==> config.mk <==
export PLATFORM = sky130hd
export DESIGN_NAME = ysyx_25070198_lsu
export DESIGN_NICKNAME = d
export VERILOG_FILES = /design/src/rtl/ysyx_25070198_pkg.sv /design/src/rtl/ysyx_25070198_load_fmt.sv /design/src/rtl/ysyx_25070198_lsu.sv
export SDC_FILE = /design/constraint.sdc
export NUM_CORES = 1
export LEC_CHECK = 0
export CAP_MARGIN = 20
export CORE_ASPECT_RATIO = 0.8
export CORE_UTILIZATION = 45
export CTS_CLUSTER_DIAMETER = 50
export DETAILED_ROUTE_END_ITERATION = 12
export HOLD_SLACK_MARGIN = 0.05
export PLACE_DENSITY = 0.85
export SLEW_MARGIN = 40
export SYNTH_ARGS = -nofsm -noshare
export SYNTH_HDL_FRONTEND = slang
export SYNTH_HIERARCHICAL = 1
export SYNTH_SLANG_ARGS = --single-unit
==> constraint.sdc <==
create_clock -name clk -period 9.15 [get_ports clk]
set_input_delay 1.83 -clock clk [delete_from_list [all_inputs] [get_ports clk]]
set_output_delay 1.83 -clock clk [all_outputs]
set_load 0.02 [all_outputs]
==> src/rtl/ysyx_25070198_pkg.sv <==
// ysyx_25070198_pkg: shared LSU state encoding and timeout default
package ysyx_25070198_pkg;
  typedef enum logic [1:0] {IDLE, REQ, RESP, DONE} lsu_state_t;
  localparam int LSU_TIMEOUT_DEFAULT = 256;
endpackage

==> src/rtl/ysyx_25070198_load_fmt.sv <==
// ysyx_25070198_load_fmt: selects a zero-extended byte or the full word for loads
module ysyx_25070198_load_fmt (
  input  logic [31:0] word,
  input  logic [1:0]  sel,
  input  logic        is_lbu,
  output logic [31:0] rdata
);
  always_comb rdata = is_lbu ? {24'b0, word[{sel, 3'b000} +: 8]} : word;
endmodule

==> src/rtl/ysyx_25070198_lsu.sv <==
// ysyx_25070198_lsu: load/store unit bridging exu requests to a valid/ready memory port
module ysyx_25070198_lsu
  import ysyx_25070198_pkg::*;
#(
  parameter int TIMEOUT_CYCLES = LSU_TIMEOUT_DEFAULT
) (
  input  logic        clk,
  input  logic        rst,
  input  logic        ren,
  input  logic        wen,
  input  logic [29:0] addr,
  input  logic [3:0]  wmask,
  input  logic [31:0] wdata,
  input  logic        is_lbu,
  input  logic [1:0]  sel,
  output logic        data_valid,
  output logic [31:0] rdata,
  output logic        fault,
  output logic        busy,
  output logic        mem_reqValid,
  input  logic        mem_reqReady,
  output logic        mem_wen,
  output logic [31:0] mem_addr,
  output logic [3:0]  mem_wmask,
  output logic [31:0] mem_wdata,
  input  logic        mem_respValid,
  input  logic [31:0] mem_rdata,
  input  logic        mem_respErr
);
  localparam int CW = $clog2(TIMEOUT_CYCLES + 1);
  lsu_state_t state, state_n;
  logic          lbu_q;
  logic [1:0]    sel_q;
  logic [CW-1:0] cnt;
  logic [31:0]   fmt;
  logic          tmo;
  logic          finish;
  assign tmo          = cnt == CW'(TIMEOUT_CYCLES - 1);
  assign finish       = state == RESP && (mem_respValid || tmo);
  assign data_valid   = state == DONE;
  assign busy         = state != IDLE;
  assign mem_reqValid = state == REQ;
  ysyx_25070198_load_fmt u_fmt (
    .word   (mem_rdata),
    .sel    (sel_q),
    .is_lbu (lbu_q),
    .rdata  (fmt)
  );
  always_ff @(posedge clk or posedge rst)
    if (rst) state <= IDLE;
    else     state <= state_n;
  always_comb begin
    state_n = state;
    case (state)
      IDLE:    state_n = (ren || wen) ? REQ : IDLE;
      REQ:     state_n = mem_reqReady ? RESP : REQ;
      RESP:    state_n = finish ? DONE : RESP;
      DONE:    state_n = (ren || wen) ? DONE : IDLE;
      default: state_n = IDLE;
    endcase
  end
  // mem_wen doubles as the latched access kind; wen wins when both are requested
  always_ff @(posedge clk or posedge rst) begin
    if (rst) begin
      lbu_q     <= 1'b0;
      sel_q     <= 2'b0;
      mem_wen   <= 1'b0;
      mem_addr  <= 32'b0;
      mem_wmask <= 4'b0;
      mem_wdata <= 32'b0;
      cnt       <= '0;
      rdata     <= 32'b0;
      fault     <= 1'b0;
    end else begin
      if (state == IDLE && (ren || wen)) begin
        lbu_q     <= is_lbu;
        sel_q     <= sel;
        mem_wen   <= wen;
        mem_addr  <= {addr, 2'b00};
        mem_wmask <= wen ? wmask : 4'b0;
        mem_wdata <= wdata;
      end
      cnt <= (state == RESP) ? cnt + CW'(1) : '0;
      if (finish) begin
        fault <= mem_respValid ? mem_respErr : 1'b1;
        rdata <= (!mem_respValid || mem_respErr || mem_wen) ? 32'b0 : fmt;
      end
    end
  end
endmodule

==> impl_metrics.env <==
export IMPL_status="complete, no violations"
export IMPL_num_fill_cells=694
export IMPL_worst_hold_path_type="reg -> reg"
export IMPL_timing_rr_start="cnt[0]"
export IMPL_cts_htree_levels=4
export IMPL_worst_endpoint_arrival_ns=1.74
export IMPL_share_of_the_synthesized_area_in_the_top_cell_type_pct=58.7
export IMPL_leakagePower_nw=3.29
export IMPL_port_buffer_count=210
export IMPL_clkLatencyLatePin_ns=0.40
export IMPL_number_of_synthesized_register_bits=114
export IMPL_top_signal_layer_used="met4"
export IMPL_timing_final_max_slew_violations=0
export IMPL_largest_area_contributor_in_the_netlist="sky130_fd_sc_hd__dfrtp_1"
export IMPL_tritoncts="yes"
export IMPL_synthesized_area_per_cell_um2=14.0
export IMPL_crit_path_max_fanout=6
export IMPL_site_rows=33
export IMPL_clock_tree_buffer_depth=2
export IMPL_synth_top_cells_by_area="sky130_fd_sc_hd__dfrtp_1 (59%), sky130_fd_sc_hd__mux2_2 (15%), sky130_fd_sc_hd__a22o_2 (5.6%), sky130_fd_sc_hd__nor2b_1 (3.2%), sky130_fd_sc_hd__a221oi_2 (2.2%)"
export IMPL_tightest_pin_transition_ns=0.769
export IMPL_min_delay_start="cnt[0]"
export IMPL_number_of_global_route_vias_before_repair=3999
export IMPL_synth_warnings=6
export IMPL_maxClockFrequency_mhz=280
export IMPL_grt_overflow=0
export IMPL_syn_to_layout_area_delta_pct=58.4
export IMPL_setup_violations=0
export IMPL_cts_hold_buffers_added=0
export IMPL_cp_end_kind="output port"
export IMPL_wl_met2_mm=6.42
export IMPL_most_instantiated_library_cell_after_synthesis="sky130_fd_sc_hd__dfrtp_1"
export IMPL_pin_count=213
export IMPL_power_density_nw_per_um2=373
export IMPL_final_min_period_over_clock_period_pct=39.0
export IMPL_worst_hold_path_cells=1
export IMPL_worstReg2RegEnd="rdata[5]"
export IMPL_timing_reg2reg_setup_slack_ns=7.04
export IMPL_sort_of_element_at_the_start_of_the_critical_path="flop"
export IMPL_antenna_cell_count=0
export IMPL_nets=671
export IMPL_cts_inserted_buffers=17
export IMPL_route_layer_met1_wl_mm=5.07
export IMPL_yosys_most_used_dff="sky130_fd_sc_hd__dfrtp_1"
export IMPL_routed_wire_length_per_instance_um=18.2
export IMPL_comb_power_share_pct=44.8
export IMPL_yosysUniqueCellTypes=37
export IMPL_final_hold_viol_count=0
export IMPL_cell_internal_power_mw=1.88
export IMPL_multi_input_logic_area_um2=1830
export IMPL_num_vias=3709
export IMPL_power_ir_vdd_worst_uv=196
export IMPL_pwr_share_clk_pct=23.5
export IMPL_clkTransAtPathRegs_ns=0.05
export IMPL_rsz0062_at_grt="no"
export IMPL_cts_root_buf="sky130_fd_sc_hd__clkbuf_16"
export IMPL_antenna_left=0
export IMPL_cts_sinks=114
export IMPL_synth_async_reset_ratio_pct=100
export IMPL_synth_edff_count=0
export IMPL_required_ns=7.32
export IMPL_die_area_um2=11200
export IMPL_post_route_cells_drive_above_1_share_pct=24.6
export IMPL_detailedRoute_firstPassIterationCount=4
export IMPL_global_route_usage_total_pct=24.1
export IMPL_min_to="cnt[0]"
export IMPL_largest_net_degree_at_the_start_of_global_routing=85
export IMPL_synth_yosys_seq_area_share_pct=58.7
export IMPL_detail_route_wirelength_mm=13.0
export IMPL_die_width_um=118
export IMPL_post_cts_repair_setup_buffers=0
export IMPL_worstRegToRegCells=7
export IMPL_globalplace_congestion=0.835
export IMPL_met3_wirelength_mm=1.13
export IMPL_synth_cells=347
export IMPL_register_cell_area_after_layout_um2=2850
export IMPL_fp_coreArea_um2=10400
export IMPL_cap_violations=0
export IMPL_initial_antenna_violation_count=0
export IMPL_netlist_top_cells_count="sky130_fd_sc_hd__dfrtp_1 (114), sky130_fd_sc_hd__mux2_2 (65), sky130_fd_sc_hd__a22o_2 (27)"
export IMPL_post_cts_resize_count=0
export IMPL_seq_power_share_pct=31.7
export IMPL_route_detailed_drc=0
export IMPL_report_power_total_mw=2.87
export IMPL_timing_final_crit_period_ns=3.57
export IMPL_initial_detailed_routing_violation_count=145
export IMPL_path_class="reg -> out"
export IMPL_switchingPower_mw=0.991
export IMPL_floorplan_initialDensity_pct=46.9
export IMPL_worst_slew_margin_rel_pct=48.8
export IMPL_grt_pass1_wl_mm=20.4
export IMPL_hpwl_mm=9.34
export IMPL_sw_frac_of_total_pct=34.5
export IMPL_final_skew_ns=0.00956
export IMPL_post_synth_instance_area_um2=4860
export IMPL_total_negative_setup_slacks_ns=0
export IMPL_via_per_inst=5.19
export IMPL_chipHeight_um=94.9
## power by group through the flow
stage / logic (mW) / registers (mW) / clock network, mW
4_1_cts: 1.29 / 0.910 / 0.687
3_5_place_dp: 1.28 / 0.914 / 0
5_1_grt: 1.35 / 0.941 / 0.709
3_3_place_gp: 1.25 / 0.896 / 0
2_1_floorplan: 0.470 / 1.12 / 0
6_report: 1.28 / 0.909 / 0.675
## layout by cell type, fill, tap and decap left out, types with 4 or more instances in the layout
cell	count
sky130_fd_sc_hd__clkdlybuf4s50_1	210
sky130_fd_sc_hd__nor2b_1	25
sky130_fd_sc_hd__mux2_2	65
sky130_fd_sc_hd__clkbuf_8	5
sky130_fd_sc_hd__a21oi_1	6
sky130_fd_sc_hd__nor4bb_1	7
sky130_fd_sc_hd__mux2i_1	8
sky130_fd_sc_hd__a22o_1	9
sky130_fd_sc_hd__dfrtp_1	113
sky130_fd_sc_hd__and2_1	4
sky130_fd_sc_hd__clkbuf_16	17
sky130_fd_sc_hd__inv_1	12
sky130_fd_sc_hd__nor2_1	8
sky130_fd_sc_hd__nand3_1	4
sky130_fd_sc_hd__a22o_2	27
sky130_fd_sc_hd__a221oi_2	7
## worst max-delay path, stage by stage, from the launching register on
cell	delay, ns
sky130_fd_sc_hd__dfrtp_1	0.43
sky130_fd_sc_hd__nor2_1	0.29
sky130_fd_sc_hd__inv_1	0.08
sky130_fd_sc_hd__clkdlybuf4s50_1	0.54
## metrics by stage
stage	cells	setup slack, ns	hold slack [ns]	area, um^2	utilization, %
2_1_floorplan	348	4.30	0.430	4860	-
4_1_cts	714	5.57	0.465	7690	74.2
3_5_place_dp	682	5.23	0.458	7080	68.3
5_1_grt	714	5.50	0.490	7690	74.2
3_3_place_gp	680	4.89	0.445	7040	67.9
6_report	714	5.58	0.463	7690	74.2
## layer usage
layer  GRT usage, %  vias up
met1           26.9     1839
li1               -     1673
met3           9.12       24
met5              0        -
met4           12.8        0
met2           40.7      173
## cells by family after synthesis
family / Yosys count / synth area share, %
other: 1 / 0.0772
adders and majority gates: 2 / 0.515
DFF: 114 / 58.7
buffers and inverters: 35 / 3.97
muxes: 73 / 16.7
and+or+nand+nor: 60 / 8.14
AOI/OAI and AO/OA: 59 / 11.3
xor gates and xnor gates: 3 / 0.541
## layout make-up
type,instances,area share [%]
sequential,114,37.1
clock buffer,23,6.34
clock inverter,9,1.66
tap,140,2.28
inverter,13,0.667
multi-input combinational,199,23.8
timing repair buffer,216,28.2
## worst max-delay path by stage
stage	start	to	slack [ns]
2_1_floorplan	rst	cnt[0]	4.30
3_3_place_gp	wen	mem_wdata[2]	4.89
3_5_place_dp	wen	mem_wdata[25]	5.23
4_1_cts	state[1]	busy	5.57
5_1_grt	state[1]	busy	5.50
6_report	state[1]	busy	5.58
## flip-flops by register name (all words and copies together), names as in the netlist
signal / cells
state: 2
cnt: 9
lbu_q: 1
sel_q: 2
mem_wen: 1
rdata: 32
mem_wmask: 4
mem_wdata: 32
mem_addr: 30
fault: 1
No activity file was read; power rests on OpenSTA's default activity.
==> variant, RTL diff (config.mk and constraints unchanged) <==
Set the package constant `LSU_TIMEOUT_DEFAULT` to 512 (it was 256).
--- a/src/rtl/ysyx_25070198_pkg.sv
+++ b/src/rtl/ysyx_25070198_pkg.sv
@@ -3,3 +3,3 @@
   typedef enum logic [1:0] {IDLE, REQ, RESP, DONE} lsu_state_t;
-  localparam int LSU_TIMEOUT_DEFAULT = 256;
+  localparam int LSU_TIMEOUT_DEFAULT = 512;
 endpackage
Check against the original RTL: no difference found for any inputs over 10 cycles, from zero or initial values and one cycle with rst high; that may be too few to reach the edited logic, so the function may still have changed.
==> variant against the unedited design <==
  * Design area is 0.81% higher
  * Sequential cell count rose by 1
  * Wire length rose by 9.5%
  * Largest cell class unchanged
  * Synthesized area rose by 2.0%
  * Worst hold slack improved by 0.038 ns
  * Power grew 0.36%
  * Non-clock buffer count down 2
  * Worst setup slack worse by 0.26 ns
  * Highest routed layer unchanged
  * Clock skew is 0.0022 ns lower
  * Maximum frequency decreased by 6.7%
==> variant: results (changes against the unedited design) <==
stage;metric;value;unit;change
power;cellPowerDensity;371;nW/um^2;-0.45%
cells_and_area;multi_input_area_share;24.5;%;+0.66 points
global_route;initial_antenna_violation_count;1;;+1
critical_path;r2r_slack;7.01;ns;-0.03 ns
place;gp_congestion;0.802;;-3.9%
synthesis;number_of_instances_in_the_synthesized_netlist;360;;+3.7%
cells_and_area;instances_no_fill;721;;+0.98%
run_status;run_status;complete, no violations;;
global_route;gr_layer_usage_met2;43.1;%;+2.4 points
place;dpl_cell_area;7130;sq um;+0.80%
route;detailroute.wirelength.met3;1660;um;+47%
critical_path;crit_start;wen;;
cells_and_area;nNetsFinal;677;;+0.89%
sta;max-slew-margin-rel;43.1;%;-5.7 points
synthesis;ys_seq_area_share;58.1;%;-0.64 points
global_route;grt_pass1_vias;4199;;+5.0%
power;power.share.sequential;31.4;%;-0.3 points
cells_and_area;ff_latch_area;2880;sq um;+0.83%
min_path;worstHoldEndpoint;mem_addr[5]$_DFFE_PP0P_;;
cells_and_area;fillers;708;;+2.0%
global_route;grt_use_met1;29.6;%;+2.7 points
critical_path;critical-path-max-stage-delay;0.72;ns;+0.18 ns
synthesis;synth-compound-area-share;12.1;%;+0.79 points
route;wl_met2;6760;um;+5.3%
critical_path;worstReg2RegStart;state[0]$_DFF_PP0_;;
critical_path;worst-r2r-cell-count;4;;-3
route;met1Wirelength;5650;um;+11%
synthesis;synth.mux.area_fraction;16.4;%;-0.33 points
power;static-leakage-power;0.00326;uW;-1.0%
power;cellInternalPower;1890;uW;+0.56%
route;routedWlPerCell;19.7;um;+8.4%
critical_path;arrival;4.11;ns;+2.37 ns
sta;final.setup_skew;0.00735;ns;-0.00220 ns
cells_and_area;final_area;7760;sq um;+0.81%
cells_and_area;non_clock_buffer_area_share;27.5;%;-0.65 points
synthesis;synth-seq-cells;115;;+0.88%
sta;finalHoldWorstSlack;0.501;ns;+0.0379 ns
synthesis;ys_types;41;;+11%
min_path;worst_hold_startpoint;mem_addr[5]$_DFFE_PP0P_;;
cells_and_area;buffers_excl_clock;214;;-0.93%
power;worst_ir_drop_vdd;0.000298;V;+52%
place;detailedPlace.worstSlack;4.92;ns;-0.308 ns
==> variant: cell count changes in the layout (fill, tap and decap cells not counted), moves of 2 or more <==
cell                        delta
sky130_fd_sc_hd__clkbuf_8      -5
sky130_fd_sc_hd__nor2_1        -2
sky130_fd_sc_hd__bufinv_16     +2
sky130_fd_sc_hd__o21a_1        +2
sky130_fd_sc_hd__a32o_1       +32
sky130_fd_sc_hd__a22o_2       -27
sky130_fd_sc_hd__or4_1         +2
sky130_fd_sc_hd__nor3_1        +2
sky130_fd_sc_hd__dfrtp_1       +2
sky130_fd_sc_hd__o31ai_1       +2
sky130_fd_sc_hd__buf_8         -2
sky130_fd_sc_hd__a22o_1        -5
==> variant: cell families after synthesis <==
family                   after synthesis
flip-flops                           115
multiplexers                          73
AND/OR/NAND/NOR                       65
AO/OA/AOI/OAI                         64
buffers and inverters                 38
XOR/XNOR                               3
adder cells (fa/ha/maj)                1
other                                  1
